## config.mk

```make
export PLATFORM = sky130hd
export DESIGN_NAME = boot_overlay_ctrl_flat
export DESIGN_NICKNAME = d
export VERILOG_FILES = /design/src/rtl/boot_overlay_pkg.sv /design/src/rtl/boot_overlay_ctrl_if.sv /design/src/rtl/boot_lock_reg.sv /design/src/rtl/boot_overlay_ctrl.sv /design/src/flat_wrapper.sv
export SDC_FILE = /design/constraint.sdc
export NUM_CORES = 1
export LEC_CHECK = 0
export ABC_CLOCK_PERIOD_IN_PS = 2600
export CORE_ASPECT_RATIO = 0.6
export CORE_UTILIZATION = 44
export DETAILED_ROUTE_END_ITERATION = 8
export MAX_ROUTING_LAYER = met4
export PLACE_DENSITY = 0.9
export SYNTH_ARGS = -nofsm -noshare
export SYNTH_HDL_FRONTEND = slang
export SYNTH_SLANG_ARGS = --single-unit
```

## constraint.sdc

```tcl
create_clock -name clk -period 2.6 [get_ports clk]
set_input_delay 0.65 -clock clk [delete_from_list [all_inputs] [get_ports clk]]
set_output_delay 0.65 -clock clk [all_outputs]
set_load 0.02 [all_outputs]
```

## src/rtl/boot_overlay_pkg.sv

```systemverilog
// Shared types and constants for the boot ROM overlay arbiter/sequencer.
package boot_overlay_pkg;

    typedef enum logic [2:0] {
        IDLE,
        ROM_RD,
        ROM_RET,
        CART_WAIT,
        CART_RET
    } ovl_state_t;

    typedef enum logic {
        SRC_CPU = 1'b0,
        SRC_DMA = 1'b1
    } ovl_src_t;

    localparam logic [15:0] DMG_WIN_HI   = 16'h00FF;
    localparam logic [15:0] CGB_WIN2_LO  = 16'h0200;
    localparam logic [15:0] CGB_WIN2_HI  = 16'h08FF;
    localparam logic [7:0]  TIMEOUT_DATA = 8'hFF;

    // The overlay only exists while the boot lock has not handed the map to the cartridge.
    function automatic logic is_overlay_hit(input logic [15:0] addr,
                                            input logic        cgb,
                                            input logic        use_cart);
        logic in_win;
        in_win = (addr <= DMG_WIN_HI) ||
                 (cgb && (addr >= CGB_WIN2_LO) && (addr <= CGB_WIN2_HI));
        return !use_cart && in_win;
    endfunction

endpackage

```

## src/rtl/boot_overlay_ctrl_if.sv

```systemverilog
// Requester (CPU/DMA) and memory-side (boot ROM / cartridge) signals of the overlay controller.
interface boot_overlay_ctrl_if;
    import boot_overlay_pkg::*;

    logic        cpu_req;
    logic [15:0] cpu_addr;
    logic        cpu_gnt;
    logic        cpu_rvalid;
    logic [7:0]  cpu_rdata;

    logic        dma_req;
    logic [15:0] dma_addr;
    logic        dma_gnt;
    logic        dma_rvalid;
    logic [7:0]  dma_rdata;

    logic [11:0] rom_addr;
    logic [7:0]  rom_rdata;

    logic        cart_req;
    logic [15:0] cart_addr;
    logic        cart_ack;
    logic [7:0]  cart_rdata;

    modport slave (
        input  cpu_req, cpu_addr, dma_req, dma_addr, rom_rdata, cart_ack, cart_rdata,
        output cpu_gnt, cpu_rvalid, cpu_rdata, dma_gnt, dma_rvalid, dma_rdata,
               rom_addr, cart_req, cart_addr
    );

    modport master (
        output cpu_req, cpu_addr, dma_req, dma_addr, rom_rdata, cart_ack, cart_rdata,
        input  cpu_gnt, cpu_rvalid, cpu_rdata, dma_gnt, dma_rvalid, dma_rdata,
               rom_addr, cart_req, cart_addr
    );

endinterface

```

## src/rtl/boot_lock_reg.sv

```systemverilog
// Write-once FF50 boot lock: loads until bit 0 is set, then frozen until reset.
module boot_lock_reg
    import boot_overlay_pkg::*;
(
    input  logic       clk,
    input  logic       reset,
    input  logic       lock_write,
    input  logic [7:0] lock_wdata,
    output logic [7:0] lock_rdata,
    output logic       use_cart
);

    logic [7:0] lock_reg;

    always_ff @(posedge clk) begin
        if (reset) begin
            lock_reg <= 8'h00;
        end else if (lock_write && !lock_reg[0]) begin
            lock_reg <= lock_wdata;
        end
    end

    assign lock_rdata = lock_reg;
    assign use_cart   = lock_reg[0];

endmodule

```

## src/rtl/boot_overlay_ctrl.sv

```systemverilog
// Arbitrates CPU/DMA reads and sequences each one to the boot ROM or the cartridge bus.
module boot_overlay_ctrl
    import boot_overlay_pkg::*;
#(
    parameter int CART_TIMEOUT = 255
) (
    input  logic               clk,
    input  logic               reset,
    input  logic               cgb_hard,
    input  logic               lock_write,
    input  logic [7:0]         lock_wdata,
    output logic [7:0]         lock_rdata,
    output logic               use_cart,
    boot_overlay_ctrl_if.slave bus
);

    localparam logic [9:0] TMO_LAST = 10'(CART_TIMEOUT - 1);

    ovl_state_t  state, state_nxt;
    ovl_src_t    req_src, src_p1;
    logic [15:0] req_addr;
    logic        grant, hit, cart_done, ret_fire;
    logic        cpu_gnt, dma_gnt;
    logic [9:0]  tmo_cnt;
    logic [7:0]  ret_data;

    logic        cpu_rvalid, dma_rvalid, cart_req;
    logic [7:0]  cpu_rdata, dma_rdata;
    logic [11:0] rom_addr;
    logic [15:0] cart_addr;

    boot_lock_reg u_lock (
        .clk        (clk),
        .reset      (reset),
        .lock_write (lock_write),
        .lock_wdata (lock_wdata),
        .lock_rdata (lock_rdata),
        .use_cart   (use_cart)
    );

    // use_cart here is the pre-write value, so a lock write in the grant cycle
    // only affects later grants.
    assign hit = is_overlay_hit(req_addr, cgb_hard, use_cart);

    always_comb begin
        state_nxt = state;
        req_addr  = bus.cpu_addr;
        req_src   = SRC_CPU;
        grant     = 1'b0;
        cpu_gnt   = 1'b0;
        dma_gnt   = 1'b0;
        cart_done = 1'b0;
        case (state)
            IDLE: begin
                if (!reset) begin
                    if (bus.dma_req) begin
                        dma_gnt  = 1'b1;
                        grant    = 1'b1;
                        req_addr = bus.dma_addr;
                        req_src  = SRC_DMA;
                    end else if (bus.cpu_req) begin
                        cpu_gnt = 1'b1;
                        grant   = 1'b1;
                    end
                end
                if (grant) begin
                    state_nxt = hit ? ROM_RD : CART_WAIT;
                end
            end
            ROM_RD:  state_nxt = ROM_RET;
            ROM_RET: state_nxt = IDLE;
            CART_WAIT: begin
                // An ack in the timeout cycle still wins; its data is taken below.
                if (bus.cart_ack || (tmo_cnt == TMO_LAST)) begin
                    cart_done = 1'b1;
                    state_nxt = CART_RET;
                end
            end
            CART_RET: state_nxt = IDLE;
            default:  state_nxt = IDLE;
        endcase
    end

    assign ret_fire = (state == ROM_RD) || cart_done;
    assign ret_data = (state == ROM_RD) ? bus.rom_rdata :
                      (bus.cart_ack ? bus.cart_rdata : TIMEOUT_DATA);

    always_ff @(posedge clk) begin
        if (reset) begin
            state      <= IDLE;
            src_p1     <= SRC_CPU;
            tmo_cnt    <= '0;
            cpu_rvalid <= 1'b0;
            dma_rvalid <= 1'b0;
            cpu_rdata  <= 8'h00;
            dma_rdata  <= 8'h00;
            rom_addr   <= 12'h000;
            cart_addr  <= 16'h0000;
            cart_req   <= 1'b0;
        end else begin
            state      <= state_nxt;
            cpu_rvalid <= 1'b0;
            dma_rvalid <= 1'b0;
            if (grant) begin
                src_p1  <= req_src;
                tmo_cnt <= '0;
                if (hit) begin
                    rom_addr <= req_addr[11:0];
                end else begin
                    cart_addr <= req_addr;
                    cart_req  <= 1'b1;
                end
            end
            if (state == CART_WAIT) begin
                tmo_cnt <= tmo_cnt + 10'd1;
            end
            if (cart_done) begin
                cart_req <= 1'b0;
            end
            // Return stage: only the tagged source sees rvalid and new data.
            if (ret_fire) begin
                if (src_p1 == SRC_DMA) begin
                    dma_rvalid <= 1'b1;
                    dma_rdata  <= ret_data;
                end else begin
                    cpu_rvalid <= 1'b1;
                    cpu_rdata  <= ret_data;
                end
            end
        end
    end

    assign bus.cpu_gnt    = cpu_gnt;
    assign bus.dma_gnt    = dma_gnt;
    assign bus.cpu_rvalid = cpu_rvalid;
    assign bus.dma_rvalid = dma_rvalid;
    assign bus.cpu_rdata  = cpu_rdata;
    assign bus.dma_rdata  = dma_rdata;
    assign bus.rom_addr   = rom_addr;
    assign bus.cart_req   = cart_req;
    assign bus.cart_addr  = cart_addr;

endmodule

```

## src/flat_wrapper.sv

```systemverilog
// flat-port wrapper written by rule: the top's interface ports become plain ports
module boot_overlay_ctrl_flat import boot_overlay_pkg::*;
#(
    parameter int CART_TIMEOUT = 255
)
  (clk, reset, cgb_hard, lock_write, lock_wdata, lock_rdata, use_cart, bus_cpu_req, bus_cpu_addr, bus_dma_req, bus_dma_addr, bus_rom_rdata, bus_cart_ack, bus_cart_rdata, bus_cpu_gnt, bus_cpu_rvalid, bus_cpu_rdata, bus_dma_gnt, bus_dma_rvalid, bus_dma_rdata, bus_rom_addr, bus_cart_req, bus_cart_addr);
  boot_overlay_ctrl_if bus_i ();
  input  logic clk;
  input  logic reset;
  input  logic cgb_hard;
  input  logic lock_write;
  input  logic [7:0] lock_wdata;
  output logic [7:0] lock_rdata;
  output logic use_cart;
  input wire logic [$bits(bus_i.cpu_req)-1:0] bus_cpu_req;
  input wire logic [$bits(bus_i.cpu_addr)-1:0] bus_cpu_addr;
  input wire logic [$bits(bus_i.dma_req)-1:0] bus_dma_req;
  input wire logic [$bits(bus_i.dma_addr)-1:0] bus_dma_addr;
  input wire logic [$bits(bus_i.rom_rdata)-1:0] bus_rom_rdata;
  input wire logic [$bits(bus_i.cart_ack)-1:0] bus_cart_ack;
  input wire logic [$bits(bus_i.cart_rdata)-1:0] bus_cart_rdata;
  output wire logic [$bits(bus_i.cpu_gnt)-1:0] bus_cpu_gnt;
  output wire logic [$bits(bus_i.cpu_rvalid)-1:0] bus_cpu_rvalid;
  output wire logic [$bits(bus_i.cpu_rdata)-1:0] bus_cpu_rdata;
  output wire logic [$bits(bus_i.dma_gnt)-1:0] bus_dma_gnt;
  output wire logic [$bits(bus_i.dma_rvalid)-1:0] bus_dma_rvalid;
  output wire logic [$bits(bus_i.dma_rdata)-1:0] bus_dma_rdata;
  output wire logic [$bits(bus_i.rom_addr)-1:0] bus_rom_addr;
  output wire logic [$bits(bus_i.cart_req)-1:0] bus_cart_req;
  output wire logic [$bits(bus_i.cart_addr)-1:0] bus_cart_addr;
  assign bus_i.cpu_req = bus_cpu_req;
  assign bus_i.cpu_addr = bus_cpu_addr;
  assign bus_i.dma_req = bus_dma_req;
  assign bus_i.dma_addr = bus_dma_addr;
  assign bus_i.rom_rdata = bus_rom_rdata;
  assign bus_i.cart_ack = bus_cart_ack;
  assign bus_i.cart_rdata = bus_cart_rdata;
  assign bus_cpu_gnt = bus_i.cpu_gnt;
  assign bus_cpu_rvalid = bus_i.cpu_rvalid;
  assign bus_cpu_rdata = bus_i.cpu_rdata;
  assign bus_dma_gnt = bus_i.dma_gnt;
  assign bus_dma_rvalid = bus_i.dma_rvalid;
  assign bus_dma_rdata = bus_i.dma_rdata;
  assign bus_rom_addr = bus_i.rom_addr;
  assign bus_cart_req = bus_i.cart_req;
  assign bus_cart_addr = bus_i.cart_addr;
  boot_overlay_ctrl #(.CART_TIMEOUT(CART_TIMEOUT)) u_core (.clk(clk), .reset(reset), .cgb_hard(cgb_hard), .lock_write(lock_write), .lock_wdata(lock_wdata), .lock_rdata(lock_rdata), .use_cart(use_cart), .bus(bus_i));
endmodule
```

==> out/results.txt <==
Cells on Worst Hold Path - 2
Placed Cells - 569
status - finished with violations
Compound-Gate Fraction of Synth Area - 25.1%
Avg Vias per Cell - 5.47
Reg2Reg Depth - 7
Critical Path RT - 2.83 ns
ys flop type - dfxtp_1
Initial DRT Pass Iterations - 7
Fmax achieved - 0.413 GHz
DRT iter0 DRCs - 206
Detailed Place HPWL - 6.49 mm
Core ar. - 6850 um^2
Syn Nets - 433
crit-path cells - clkdlybuf4s50_1, nand2_4, inv_4, mux2i_1, o22ai_4, a21oi_1, a211oi_1
I/O Buffers - 120
Worst Setup End Kind - register
hold buffer count at cts - 0
H-Tree Depth - 3
CP max-delay cell - o22ai_4
Slew Limit Headroom - 38.5%
final setup TNS - 0 ns
Period minus WS final - 2.42 ns
RSZ-0062 raised after global routing - false
HP Start - u_core.bus.cpu_rdata[7]$_SDFFE_PP0P_
Final setup viols - 0
critical path startpoint category - input port
Static Leak - 1.77 nW
mux cell area share after synthesis - 5.16%
total power - 2.90 mW
CP max FO - 26
number of diodes - 0
FF-to-FF End - u_core.bus.cart_addr[8]$_SDFFE_PP0P_
PwrDens - 597 nW/um^2
number of fill cells - 494
Vias - 3,199
WL/cell - 15.6 um
Max Transition Viols Final - 0
CP bufs+invs - 2
DR DRC count - 7
CTS Sinks - 69
die width - 112 um
Max VDD drop - 0.348 mV
CTS tree - yes
largest family of logic cells by synthesized area - compound AO/OA/AOI/OAI gates
crit path kind - in2reg
register area share after synthesis - 43.2%
CP top delay family - compound AO/OA/AOI/OAI gates
area of the mapped netlist - 3200 um^2
Tot GR Track Use - 25.6%
initial core utilization - 46.7%
Post-Synth Simple-Gate Area - 19.7%
post-synthesis xor/xnor area fraction - 0%
final std cells w/o fill - 585
synth unique cells - 46
IO Count - 121
fin area - 4850 um^2
DIE HEIGHT - 68.0 um
commonest non-fill, non-tap cell in the layout - clkdlybuf4s50_1
r2r setup slk - 0.27 ns
vias in the first global route - 3,103
placement row count - 23
maximum clock path buffer count - 2
routability cong. - 0.861
clk_lat worst skew - 0.33 ns
Synth warnings - 0
largest net degree at the start of global routing - 79
r2r startpoint - u_core.state[1]$_SDFFE_PP0P_
initial antenna violation count - 0
synthesized instance count - 368
register bit total from synthesis - 69
HP Class - reg2reg
failing checks - DRC
post-synthesis async set-or-reset flop share - 0%
Routed Antenna Nets - 0
global route overflow - 0
CTS root buffer - clkbuf_16
Synth Area in Adders - 0.782%
wirelength, routed - 9.14 mm
MaxCap Viol Count - 0
Data arrival, critical path - 2.65 ns
CTS buffer count - 9
wire length of the first global-routing pass - 14.6 mm
actual slew at the worst max-slew pin - 0.920 ns
commonest cells after routing, fill and taps aside - 117 x clkdlybuf4s50_1, 69 x dfxtp_1, 42 x a21oi_1
Fin. Hold Viols - 0
Worst path max stage delay - 0.59 ns
crit share post-route - 93.2%
EDFF count, synth - 0
fin nets - 558
syn_area_per_cell - 8.69 um^2
synth-to-layout area growth - 51.6%
clk_skew - 0.00581 ns
die area - 7620 um^2
Clock transition at path regs - 0.05 ns
layout cells sized above 1 - 13.5%
dpl cell area - 4550 um^2
Worst Hold Path EP - u_core.bus.cpu_rdata[7]$_SDFFE_PP0P_
[layout make-up]
type / instances / area (um^2) / share of cell area (%)
multi-input combinational: 260 / 1630 / 33.7
sequential: 69 / 1380 / 28.5
inverter: 12 / 47.5 / 0.980
tap: 87 / 109 / 2.24
clock inverter: 6 / 62.6 / 1.29
timing repair buffer: 141 / 1380 / 28.4
clock buffer: 10 / 239 / 4.93
[timing repair]
action / 4_1_cts / 5_1_grt
buffers inserted: 0 / 0
resized for setup: 2 / 0
endpoints found under the hold margin: 0 / 0
endpoints found under the setup margin: 2 / 0
[routing by layer]
layer / wire (um) / vias up / part of all wire (%) / GRT usage (%)
met2: 4180 / 144 / 46 / 43.5
met3: 821 / 11 / 9.0 / 7.17
met5: 0 / - / 0 / -
li1: - / 1553 / - / -
met1: 4030 / 1491 / 44 / 30.4
met4: 99 / 0 / 1.1 / 7.00
[worst reg2reg max path: cells and delay by family (launching register included)]
family	cells	cell delay [ns]
muxes	1	0.17
DFF	1	0.39
buffers and inverters	1	0.11
and+or+nand+nor	2	0.51
AOI/OAI and AO/OA	3	1.04
[power by group]
part	total, mW	switching [mW]	internal, mW
sequential	1.15	0.0371	1.11
clock	1.21	0.449	0.766
combinational	0.533	0.270	0.263
total	2.90	0.756	2.14
[flip-flops by register name (all words and copies together), names as in the netlist]
register,cells
u_core.u_lock.lock_rdata,8
u_core.src_p1,1
u_core.state,3
u_core.bus.cart_addr,16
u_core.bus.cpu_rvalid,1
u_core.bus.dma_rdata,8
u_core.bus.dma_rvalid,1
u_core.bus.rom_addr,12
u_core.tmo_cnt,10
u_core.bus.cart_req,1
u_core.bus.cpu_rdata,8
[logic make-up (layout without fill, tap and decap cells)]
kind of cell	after synthesis	count (layout)
buffers and inverters	39	169
flip-flops	69	69
multiplexers	16	16
adder cells (fa/ha/maj)	2	2
AO/OA/AOI/OAI	120	120
AND/OR/NAND/NOR	122	122
[cells in the mapped netlist, types with 2 or more instances]
cell | n | area, um^2
nor3_1 | 4 | 20.0
a211oi_1 | 22 | 165
a21oi_2 | 7 | 61.3
buf_4 | 3 | 22.5
mux2i_1 | 12 | 120
clkbuf_1 | 13 | 48.8
nand2_1 | 39 | 146
o21ai_1 | 3 | 15.0
dfxtp_1 | 69 | 1380
ha_1 | 2 | 25.0
inv_1 | 11 | 41.3
a31oi_1 | 3 | 18.8
buf_1 | 3 | 11.3
a311oi_1 | 8 | 70.1
nand3_1 | 4 | 20.0
mux2_2 | 4 | 45.0
a21o_1 | 2 | 15.0
o21a_1 | 3 | 22.5
buf_2 | 5 | 25.0
a211oi_2 | 7 | 87.6
a21oi_1 | 42 | 210
o21ai_0 | 19 | 95.1
nand3b_1 | 3 | 22.5
buf_6 | 2 | 22.5
and3_1 | 2 | 12.5
nor2_1 | 33 | 124
nor4_4 | 2 | 42.5
or4_1 | 2 | 15.0
nand2b_1 | 19 | 119
nor2b_1 | 4 | 25.0
[per-stage QoR]
stage | worst slack [ns] | util (%) | hold WS [ns]
6_report | 0.177 | 70.8 | 0.471
2_1_floorplan | 0.200 | - | 0.453
3_3_place_gp | -0.0774 | 66.4 | 0.450
4_1_cts | 0.155 | 70.8 | 0.474
3_5_place_dp | -0.158 | 66.4 | 0.458
5_1_grt | 0.0232 | 70.8 | 0.499
[worst max path at each step]
stage                           from                                     to  slack, ns  cells after the start
finish                   bus_dma_req   u_core.bus.cart_addr[8]$_SDFFE_PP0P_       0.18                      7
global route        bus_cpu_addr[10]  u_core.bus.cart_addr[11]$_SDFFE_PP0P_       0.02                      9
CTS                      bus_dma_req   u_core.bus.cart_addr[8]$_SDFFE_PP0P_       0.15                      7
detailed placement          cgb_hard    u_core.bus.rom_addr[2]$_SDFFE_PP0P_      -0.16                      8
global placement            cgb_hard  u_core.bus.cart_addr[11]$_SDFFE_PP0P_      -0.08                      8
floorplan                      reset   u_core.bus.rom_addr[10]$_SDFFE_PP0P_       0.20                     10
No activity file was read; power rests on OpenSTA's default activity.
